[config.mk]
export PLATFORM = sky130hd
export DESIGN_NAME = escalonador_bcd
export DESIGN_NICKNAME = d
export VERILOG_FILES = /design/src/rtl/pacote_bcd.sv /design/src/rtl/passo_bcd.sv /design/src/rtl/escalonador_bcd.sv
export SDC_FILE = /design/constraint.sdc
export NUM_CORES = 1
export LEC_CHECK = 0
export ABC_AREA = 1
export ABC_CLOCK_PERIOD_IN_PS = 2500
export CAP_MARGIN = 20
export CORE_ASPECT_RATIO = 0.75
export CORE_MARGIN = 2
export CORE_UTILIZATION = 50
export CTS_BUF_LIST = sky130_fd_sc_hd__clkbuf_2 sky130_fd_sc_hd__clkbuf_4 sky130_fd_sc_hd__clkbuf_8
export DETAILED_ROUTE_END_ITERATION = 16
export PLACE_DENSITY_LB_ADDON = 0.15
export SLEW_MARGIN = 20
export SYNTH_ARGS = -nofsm -noshare
export SYNTH_HDL_FRONTEND = slang
export SYNTH_SLANG_ARGS = --single-unit
[constraint.sdc]
create_clock -name clock -period 2.5 [get_ports clock]
set_input_delay 0.75 -clock clock [delete_from_list [all_inputs] [get_ports clock]]
set_output_delay 0.75 -clock clock [all_outputs]
set_load 0.02 [all_outputs]
[src/rtl/pacote_bcd.sv]
// Shared types and constants for the BCD display scheduler.
// Latency: n/a (declarations only). Backpressure: n/a.
package pacote_bcd;

    typedef enum logic [1:0] {
        OCIOSO   = 2'd0,
        CONVERTE = 2'd1,
        FIM      = 2'd2
    } estado_t;

    localparam int          N_DIGITOS  = 4;
    localparam logic [31:0] LIMITE     = 32'd9999;
    localparam logic [3:0]  DIGITO_MAX = 4'd9;

    function automatic logic [3:0] ajusta(input logic [3:0] d);
        return (d >= 4'd5) ? d + 4'd3 : d;
    endfunction

endpackage

[src/rtl/passo_bcd.sv]
// One shift/add-3 step of the binary-to-BCD core.
// Latency: combinational. Backpressure: none, the caller registers the result.
module passo_bcd
    import pacote_bcd::*;
(
    input  logic [4*N_DIGITOS-1:0] bcd,
    input  logic                   bit_novo,
    output logic [4*N_DIGITOS-1:0] proximo
);

    logic [4*N_DIGITOS-1:0] ajustado;

    always_comb begin
        ajustado = '0;
        for (int i = 0; i < N_DIGITOS; i++) begin
            ajustado[4*i +: 4] = ajusta(bcd[4*i +: 4]);
        end
        // Carry out of the top digit is dropped by the truncating cast.
        proximo = (4*N_DIGITOS)'({ajustado, bit_novo});
    end

endmodule

[src/rtl/escalonador_bcd.sv]
// Round-robin scheduler sharing one iterative binary-to-BCD core between two requesters.
// Latency: ack 1 cycle after capture, done 18 cycles after capture.
// Backpressure: requests are only sampled in OCIOSO; req must be held until ack.
module escalonador_bcd #(
    parameter int          N_BITS = 16,
    parameter logic [31:0] LIMITE = 32'd9999
) (
    input  logic        clock,
    input  logic        reset,
    input  logic [1:0]  req,
    input  logic [31:0] numero0,
    input  logic [31:0] numero1,
    output logic [1:0]  ack,
    output logic        busy,
    output logic        done,
    output logic        origem,
    output logic        sinal,
    output logic        overflow,
    output logic [3:0]  milhar,
    output logic [3:0]  centena,
    output logic [3:0]  dezena,
    output logic [3:0]  unidade
);
    import pacote_bcd::*;

    localparam int            CW     = $clog2(N_BITS);
    localparam int            WB     = 4 * N_DIGITOS;
    localparam logic [CW-1:0] ULTIMO = CW'(N_BITS - 1);

    estado_t           estado, proximo_estado;
    logic              ponteiro;
    logic [N_BITS-1:0] mag;
    logic [WB-1:0]     acc, acc_prox;
    logic [CW-1:0]     cont;
    logic              sinal_pend, origem_pend, ovf_pend;

    logic              tem_pedido, concedido;
    logic [31:0]       operando, magnitude;

    passo_bcd u_passo (
        .bcd      (acc),
        .bit_novo (mag[N_BITS-1]),
        .proximo  (acc_prox)
    );

    always_ff @(posedge clock or negedge reset) begin
        if (!reset) estado <= OCIOSO;
        else        estado <= proximo_estado;
    end

    always_comb begin
        proximo_estado = estado;
        case (estado)
            OCIOSO:   if (tem_pedido)     proximo_estado = CONVERTE;
            CONVERTE: if (cont == ULTIMO) proximo_estado = FIM;
            FIM:                          proximo_estado = OCIOSO;
            default:                      proximo_estado = OCIOSO;
        endcase
    end

    // On a tie the requester other than the pointer wins.
    always_comb begin
        tem_pedido = |req;
        concedido  = (req == 2'b11) ? ~ponteiro : req[1];
        operando   = concedido ? numero1 : numero0;
        magnitude  = operando[31] ? (~operando + 32'd1) : operando;
    end

    always_ff @(posedge clock or negedge reset) begin
        if (!reset) begin
            ponteiro    <= 1'b1;
            mag         <= '0;
            acc         <= '0;
            cont        <= '0;
            sinal_pend  <= 1'b0;
            origem_pend <= 1'b0;
            ovf_pend    <= 1'b0;
            ack         <= 2'b00;
            busy        <= 1'b0;
            done        <= 1'b0;
            origem      <= 1'b0;
            sinal       <= 1'b0;
            overflow    <= 1'b0;
            {milhar, centena, dezena, unidade} <= '0;
        end else begin
            ack  <= 2'b00;
            done <= 1'b0;
            case (estado)
                OCIOSO: begin
                    busy <= tem_pedido;
                    if (tem_pedido) begin
                        ack         <= concedido ? 2'b10 : 2'b01;
                        origem_pend <= concedido;
                        sinal_pend  <= operando[31];
                        ovf_pend    <= (magnitude > LIMITE);
                        mag         <= magnitude[N_BITS-1:0];
                        acc         <= '0;
                        cont        <= '0;
                        if (req == 2'b11) ponteiro <= concedido;
                    end
                end
                CONVERTE: begin
                    acc  <= acc_prox;
                    mag  <= {mag[N_BITS-2:0], 1'b0};
                    cont <= cont + 1'b1;
                end
                FIM: begin
                    done     <= 1'b1;
                    origem   <= origem_pend;
                    sinal    <= sinal_pend;
                    overflow <= ovf_pend;
                    {milhar, centena, dezena, unidade} <=
                        ovf_pend ? {N_DIGITOS{DIGITO_MAX}} : acc;
                end
                default: ;
            endcase
        end
    end

endmodule

==> results.json, run 1 <==
{
  "dp.final_hpwl_um": 12000,
  "synth_sequential_area_ratio_pct": 32.5,
  "yosys.area.top_type_share_pct": 32.0,
  "synth.top_cells.by_area": "dfrtp_1 (32%), nand2_1 (21%), nand3_1 (7.1%)",
  "io_buffer_count": 90,
  "hold_slack_ns": 0.369,
  "first_pass_iteration_count_of_the_detailed_router": 5,
  "final_clock_skew_ns": 0.0100,
  "syn-instance-count": 781,
  "ys.warnings.count": 0,
  "routedWlPerCell_um": 14.4,
  "crit_required_ns": 2.73,
  "cap_viol_max_count": 0,
  "finalPower_mw": 5.93,
  "hold_class": "primary input to asynchronous set/reset pin",
  "fmaxAchievable_ghz": 0.394,
  "reg2reg_start": "ponteiro",
  "place_inst": 1078,
  "gr-usage-all-layers_pct": 29.9,
  "tritoncts_num_sinks": 65,
  "end_kind": "flop",
  "finalWorstPathRequiredPeriod_ns": 2.54,
  "vdd_ir_drop_max_mv": 0.540,
  "synth_edf_count": 0,
  "floorplan.core_area_sq_um": 9700,
  "unrepaired_setup_endpoints_after_global_routing": "yes",
  "clk_pin_slew_worst_paths_ns": 0.07,
  "dpl-instance-area_sq_um": 6760,
  "design.portCount": 91,
  "setup.worst_path.start_class": "primary input",
  "fraction_of_power_consumed_by_sequential_logic_pct": 29.1,
  "setup_violations": 1,
  "floorplan.initialDensity_pct": 51.6,
  "final.period_utilization_pct": 101,
  "grt_pass1_wl_um": 26300,
  "num_antenna_cells": 0,
  "route.detailed.drc": 0,
  "dieArea_sq_um": 10800,
  "via_count": 5813,
  "num-nets-final": 1041,
  "htreeDepth": 3,
  "synthesis.area_sq_um": 5010,
  "timing_worst_slew_pin_value_ns": 0.548,
  "timing.setup.critical_path_class": "primary input to flop",
  "timing.critical_path.arrival_ns": 2.76,
  "fin_util_pct": 73.8,
  "drt_iter0_markers": 409,
  "postSynth.topFlopCell": "dfrtp_1",
  "route.detailed.vias_per_inst": 5.29,
  "cts-buffers-inserted": 9,
  "ratio_of_cells_with_drive_above_1_in_the_final_layout_pct": 19.1,
  "fin_setup_tns_ns": -0.0356,
  "clockPowerShare_pct": 16.8,
  "switching_share_pct": 41.8,
  "yosys.cell_count.top_type": "nand2_1",
  "fraction_of_registers_with_async_set_or_reset_after_synthesis_pct": 100,
  "reg2reg_setup_slack_ns": 0,
  "clock-root-buffer": "clkbuf_8",
  "post_synth.cell_area_avg_sq_um": 6.41,
  "ys_top_cells_by_count": "nand2_1 (277), inv_1 (87), nor2_1 (85)",
  "flow.area_growth_from_synthesis_pct": 42.9,
  "comb_power_share_pct": 54.1,
  "dp_slack_ns": -0.845,
  "cts.hold.buffers_added": 0,
  "placement_rows": 31,
  "grt_overflow": 0,
  "power_leakage_nw": 3.67,
  "pin_count_of_the_biggest_net_entering_global_routing": 30,
  "maxSlewHeadroom_pct": 63.4,
  "p_switching_mw": 2.48,
  "cts_tree": "built",
  "p_int_mw": 3.45,
  "outcome": "finished, violations left",
  "antenna_violations_before_repair": 0,
  "timing_hold_violations_final": 0,
  "drtAntennaViolNets": 0,
  "slew_viol_final": 0,
  "post-route-worst-setup-slack_ns": -0.0356,
  "design_area_sq_um": 7150,
  "first_global_vias": 5658,
  "synth_largest_area_cell": "dfrtp_1",
  "power_density_of_the_placed_cells_nw_per_um2": 829,
  "gp_routability_congestion": 0.949,
  "max_fanout_on_critical_path": 5,
  "netlist-cell-type-count": 35,
  "ctsLongestPathBuffers": 2,
  "worst_skew_pair.late_latency_ns": 0.34,
  "die_width_um": 120,
  "count_of_state_elements_after_synthesis": 65,
  "post_layout_instance_count_excluding_filler_cells": 1099,
  "failed_checks": "negative setup slack",
  "routed_wl_um": 15900,
  "dieHeight_um": 90.7,
  "net_count_synth": 859,
  "worstReg2RegEnd": "ovf_pend",
  "ff2ff_path_depth": 20
}
-- sequential cells by signal, indices dropped and copies added (netlist names) --
| register | count |
|---|---|
| acc | 16 |
| dezena | 4 |
| unidade | 4 |
| done | 1 |
| ack | 2 |
| sinal_pend | 1 |
| origem | 1 |
| busy | 1 |
| estado | 2 |
| mag | 16 |
| milhar | 4 |
| sinal | 1 |
| ovf_pend | 1 |
| ponteiro | 1 |
| cont | 4 |
| overflow | 1 |
| origem_pend | 1 |
| centena | 4 |
-- how the worst max path moves through the flow --
| stage | start | endpoint | cells after the start |
|---|---|---|---|
| 2_1_floorplan | req[1] | ovf_pend | 21 |
| 3_3_place_gp | req[0] | ovf_pend | 19 |
| 3_5_place_dp | req[0] | ovf_pend | 21 |
| 4_1_cts | numero1[3] | ovf_pend | 17 |
| 5_1_grt | numero1[3] | ovf_pend | 17 |
| 6_report | req[0] | ovf_pend | 21 |
-- power by group through the flow --
stage               Clock [mW]  Combinational [mW]  Sequential [mW]
floorplan                    0                1.85             1.75
finish                   0.997                3.21             1.73
detailed placement           0                3.06             1.72
global placement             0                2.95             1.70
global route              1.06                3.57             1.77
CTS                       1.00                3.15             1.72
-- per-layer routing --
layer | routed length (um) | up-vias | GRT usage (%)
met4 | 176 | 0 | 5.29
met3 | 868 | 19 | 6.31
met2 | 7420 | 184 | 50.0
li1 | - | 2831 | -
met5 | 0 | - | 0
met1 | 7420 | 2779 | 40.6
-- layout make-up --
class,instances,area (sq um)
fillers,815,2540
clock buffers,12,153
inverters,87,327
multi-input cells,598,2980
flip-flops and latches,65,1630
well taps,132,165
repair buffers,202,1840
clock inverters,3,65.1
-- layout by cell type (no fill, tap or decap), types with 2 or more instances in the layout --
master and count:
nor2_1 79, nand2_8 2, buf_4 104, nand2_2 19, nor2_4 4, o211ai_1 8, clkbuf_8 10, nand3_1 68
o32ai_1 3, bufinv_16 2, ha_1 9, nand4_1 7, dfrtp_1 64, nand3_4 2, nand3b_1 28, dlymetal6s2s_1 2
nand3_2 2, nand2_4 6, nand2_1 268, xor2_1 7, a21oi_1 15, nor2_2 13, dlygate4sd2_1 2, inv_1 84
clkbuf_4 2, buf_6 4, buf_12 5, o22ai_1 5, o21ai_0 39, inv_2 3, clkdlybuf4s50_1 83, o21ai_1 5
-- what timing repair did --
action / 4_1_cts / 5_1_grt
gates cloned: 2 / 0
pin swaps: 17 / 16
buffers inserted: 3 / 1
resized for setup: 19 / 17
setup endpoints to repair: 10 / 2
-- critical path, cell delays in order --
cell,delay (ns)
buf_6,0.11
nand2_8,0.08
buf_6,0.13
nand3b_1,0.14
nand2_4,0.13
ha_4,0.16
nand3_4,0.07
nor2_4,0.13
nand2_2,0.09
nor2_4,0.23
nand2_2,0.08
nand2_1,0.06
nand2_1,0.04
nand2_1,0.05
nand2_1,0.04
nor2_1,0.09
nand2_1,0.06
nor2_1,0.11
nand2_1,0.06
nor2_1,0.10
nor2_1,0.05
-- kinds of logic after synthesis --
family,count (synthesis),share of synthesized area [%]
simple gates,498,43.5
compound gates,81,9.25
fa+ha+maj,10,2.50
xor+xnor,8,1.40
flops,65,32.5
buf+inv,119,10.8
Power figures use the tool's default switching activity.
==> run 2: changes to the inputs <==
- SKIP_CTS_REPAIR_TIMING: not set -> 1
==> run 2 against run 1 <==
  * The run still ends with negative setup slack left
  * Maximum frequency down 1.5%
  * Clock skew is 0.00054 ns lower
  * Final cell count rose by 0.27%
  * Count of clock-buffer cells in the layout is the same
  * Routed wire length up 2.3%
  * First-iteration DRC count increased by 11%
  * Worst hold slack gained 0.0021 ns
  * Die area unchanged
  * Critical path depth shrank 4
  * Non-clock buffer count is 3 higher
  * Critical path type unchanged
  * Largest cell class unchanged
  * Largest power group unchanged
  * Highest routed layer unchanged
==> results.json, run 2 (synthesis results as in run 1) <==
{
  "outcome": "finished, violations left",
  "failed_checks": "negative setup slack",
  "first_pass_iteration_count_of_the_detailed_router": 4,
  "setup.worst_path.start_class": "primary input",
  "pin_count_of_the_biggest_net_entering_global_routing": 48,
  "htreeDepth": 3,
  "clock-root-buffer": "clkbuf_8",
  "drt_iter0_markers": 454,
  "power_leakage_nw": 3.70,
  "max_fanout_on_critical_path": 4,
  "setup_violations": 1,
  "fillCellCount": 796,
  "io_buffer_count": 90,
  "cts_tree": "built",
  "ctsLongestPathBuffers": 2,
  "post-route-worst-setup-slack_ns": -0.0753,
  "placement_rows": 31,
  "met1_use_gr_pct": 39.8,
  "clk_pin_slew_worst_paths_ns": 0.07,
  "busiest_layer": "met2",
  "grt_overflow": 0,
  "cap_viol_max_count": 0,
  "flow.area_growth_from_synthesis_pct": 44.8,
  "grt.met2_usage_pct": 48.4,
  "floorplan.core_area_sq_um": 9700,
  "timing.setup.critical_path_class": "primary input to flop",
  "fmaxAchievable_ghz": 0.388,
  "setup.worst_path.start": "numero1[2]",
  "num_antenna_cells": 0,
  "floorplan.initialDensity_pct": 51.6,
  "dp.final_hpwl_um": 12000,
  "worstReg2RegEnd": "ovf_pend",
  "via_count": 5832,
  "num-nets-final": 1044,
  "maxSlewHeadroom_pct": 63.0,
  "hold_slack_ns": 0.371,
  "hold_class": "primary input to asynchronous set/reset pin",
  "final_clock_skew_ns": 0.00951,
  "drtAntennaViolNets": 0,
  "final.period_utilization_pct": 103,
  "route.detailed.vias_per_inst": 5.29,
  "crit_required_ns": 2.73,
  "fin_setup_tns_ns": -0.0753,
  "vdd_ir_drop_max_mv": 0.538,
  "timing.critical_path.arrival_ns": 2.80,
  "routed_wl_um": 16200,
  "tritoncts_num_sinks": 65,
  "slew_viol_final": 0,
  "critical_path.endpoint": "ovf_pend",
  "unrepaired_setup_endpoints_after_global_routing": "yes",
  "timing_hold_violations_final": 0,
  "largest_registers": "acc (16), mag (16)",
  "finalPower_mw": 5.99,
  "worst_skew_pair.late_latency_ns": 0.34,
  "cts-buffers-inserted": 9,
  "route.detailed.drc": 0,
  "layout_common_cells": "nand2_1 (260), buf_4 (106), inv_1 (84), clkdlybuf4s50_1 (84), nor2_1 (77)",
  "antenna_violations_before_repair": 0,
  "power_density_of_the_placed_cells_nw_per_um2": 827,
  "gp_routability_congestion": 0.949,
  "use_met3_pct": 6.31,
  "first_global_vias": 5527,
  "design.portCount": 91,
  "die_width_um": 120,
  "reg2reg_start": "ponteiro",
  "reg2reg_setup_slack_ns": 0.02,
  "gr-usage-all-layers_pct": 29.2,
  "place_inst": 1078,
  "dpl-instance-area_sq_um": 6760,
  "dieHeight_um": 90.7,
  "finalWorstPathRequiredPeriod_ns": 2.58,
  "post_layout_instance_count_excluding_filler_cells": 1102,
  "final_common_cell": "nand2_1",
  "design_area_sq_um": 7250,
  "routedWlPerCell_um": 14.7,
  "ff2ff_path_depth": 18,
  "grt_pass1_wl_um": 25700,
  "ratio_of_cells_with_drive_above_1_in_the_final_layout_pct": 20.4,
  "end_kind": "flop",
  "dieArea_sq_um": 10800,
  "timing_worst_slew_pin_value_ns": 0.554
}
## run 2: worst min-delay path by stage
stage | startpoint | end | slack (ns) | depth (start not counted)
finish | reset | mag[4] | 0.37 | 1
floorplan | reset | acc[0] | 0.45 | 0
CTS | reset | mag[4] | 0.38 | 1
detailed placement | unidade[1] | unidade[1] | 0.47 | 2
global placement | origem | origem | 0.48 | 2
global route | reset | mag[4] | 0.39 | 1
## run 2: metrics by stage
step / worst slack, ns / utilization, %
floorplan: 0.000519 / -
global placement: -0.848 / 69.7
detailed placement: -0.845 / 69.7
CTS: -0.486 / 72.0
global route: -0.181 / 74.7
finish: -0.0753 / 74.7
## run 2: cell type report
class,count,area (sq um),area share (%)
sequential,65,1630,22.5
multi-input combinational,598,3010,41.5
tap,132,165,2.28
clock inverter,3,65.1,0.898
clock buffer,12,153,2.11
timing repair buffer,205,1900,26.2
inverter,87,327,4.51
## run 2: metal layers
layer / routed length [um] / up-vias
met5: 0 / -
met4: 263 / 0
met3: 910 / 25
met2: 7490 / 199
met1: 7580 / 2764
li1: - / 2844
## run 2: worst max-delay path, stage by stage
cell             delay [ns]
clkdlybuf4s50_1        0.45
nand3b_1               0.21
nand2_2                0.16
buf_4                  0.12
nand2_1                0.04
nor2_1                 0.10
nand2_1                0.06
nor2_1                 0.20
nand2_1                0.10
nand2_1                0.06
nand2_1                0.04
nor2_1                 0.10
nor2_1                 0.06
nor2_1                 0.10
nand3_1                0.08
nor2_1                 0.10
nor2_1                 0.05
## run 2: power breakdown
part | internal, mW | switching, mW
logic | 1.41 | 1.86
registers | 1.47 | 0.260
clock network | 0.605 | 0.389
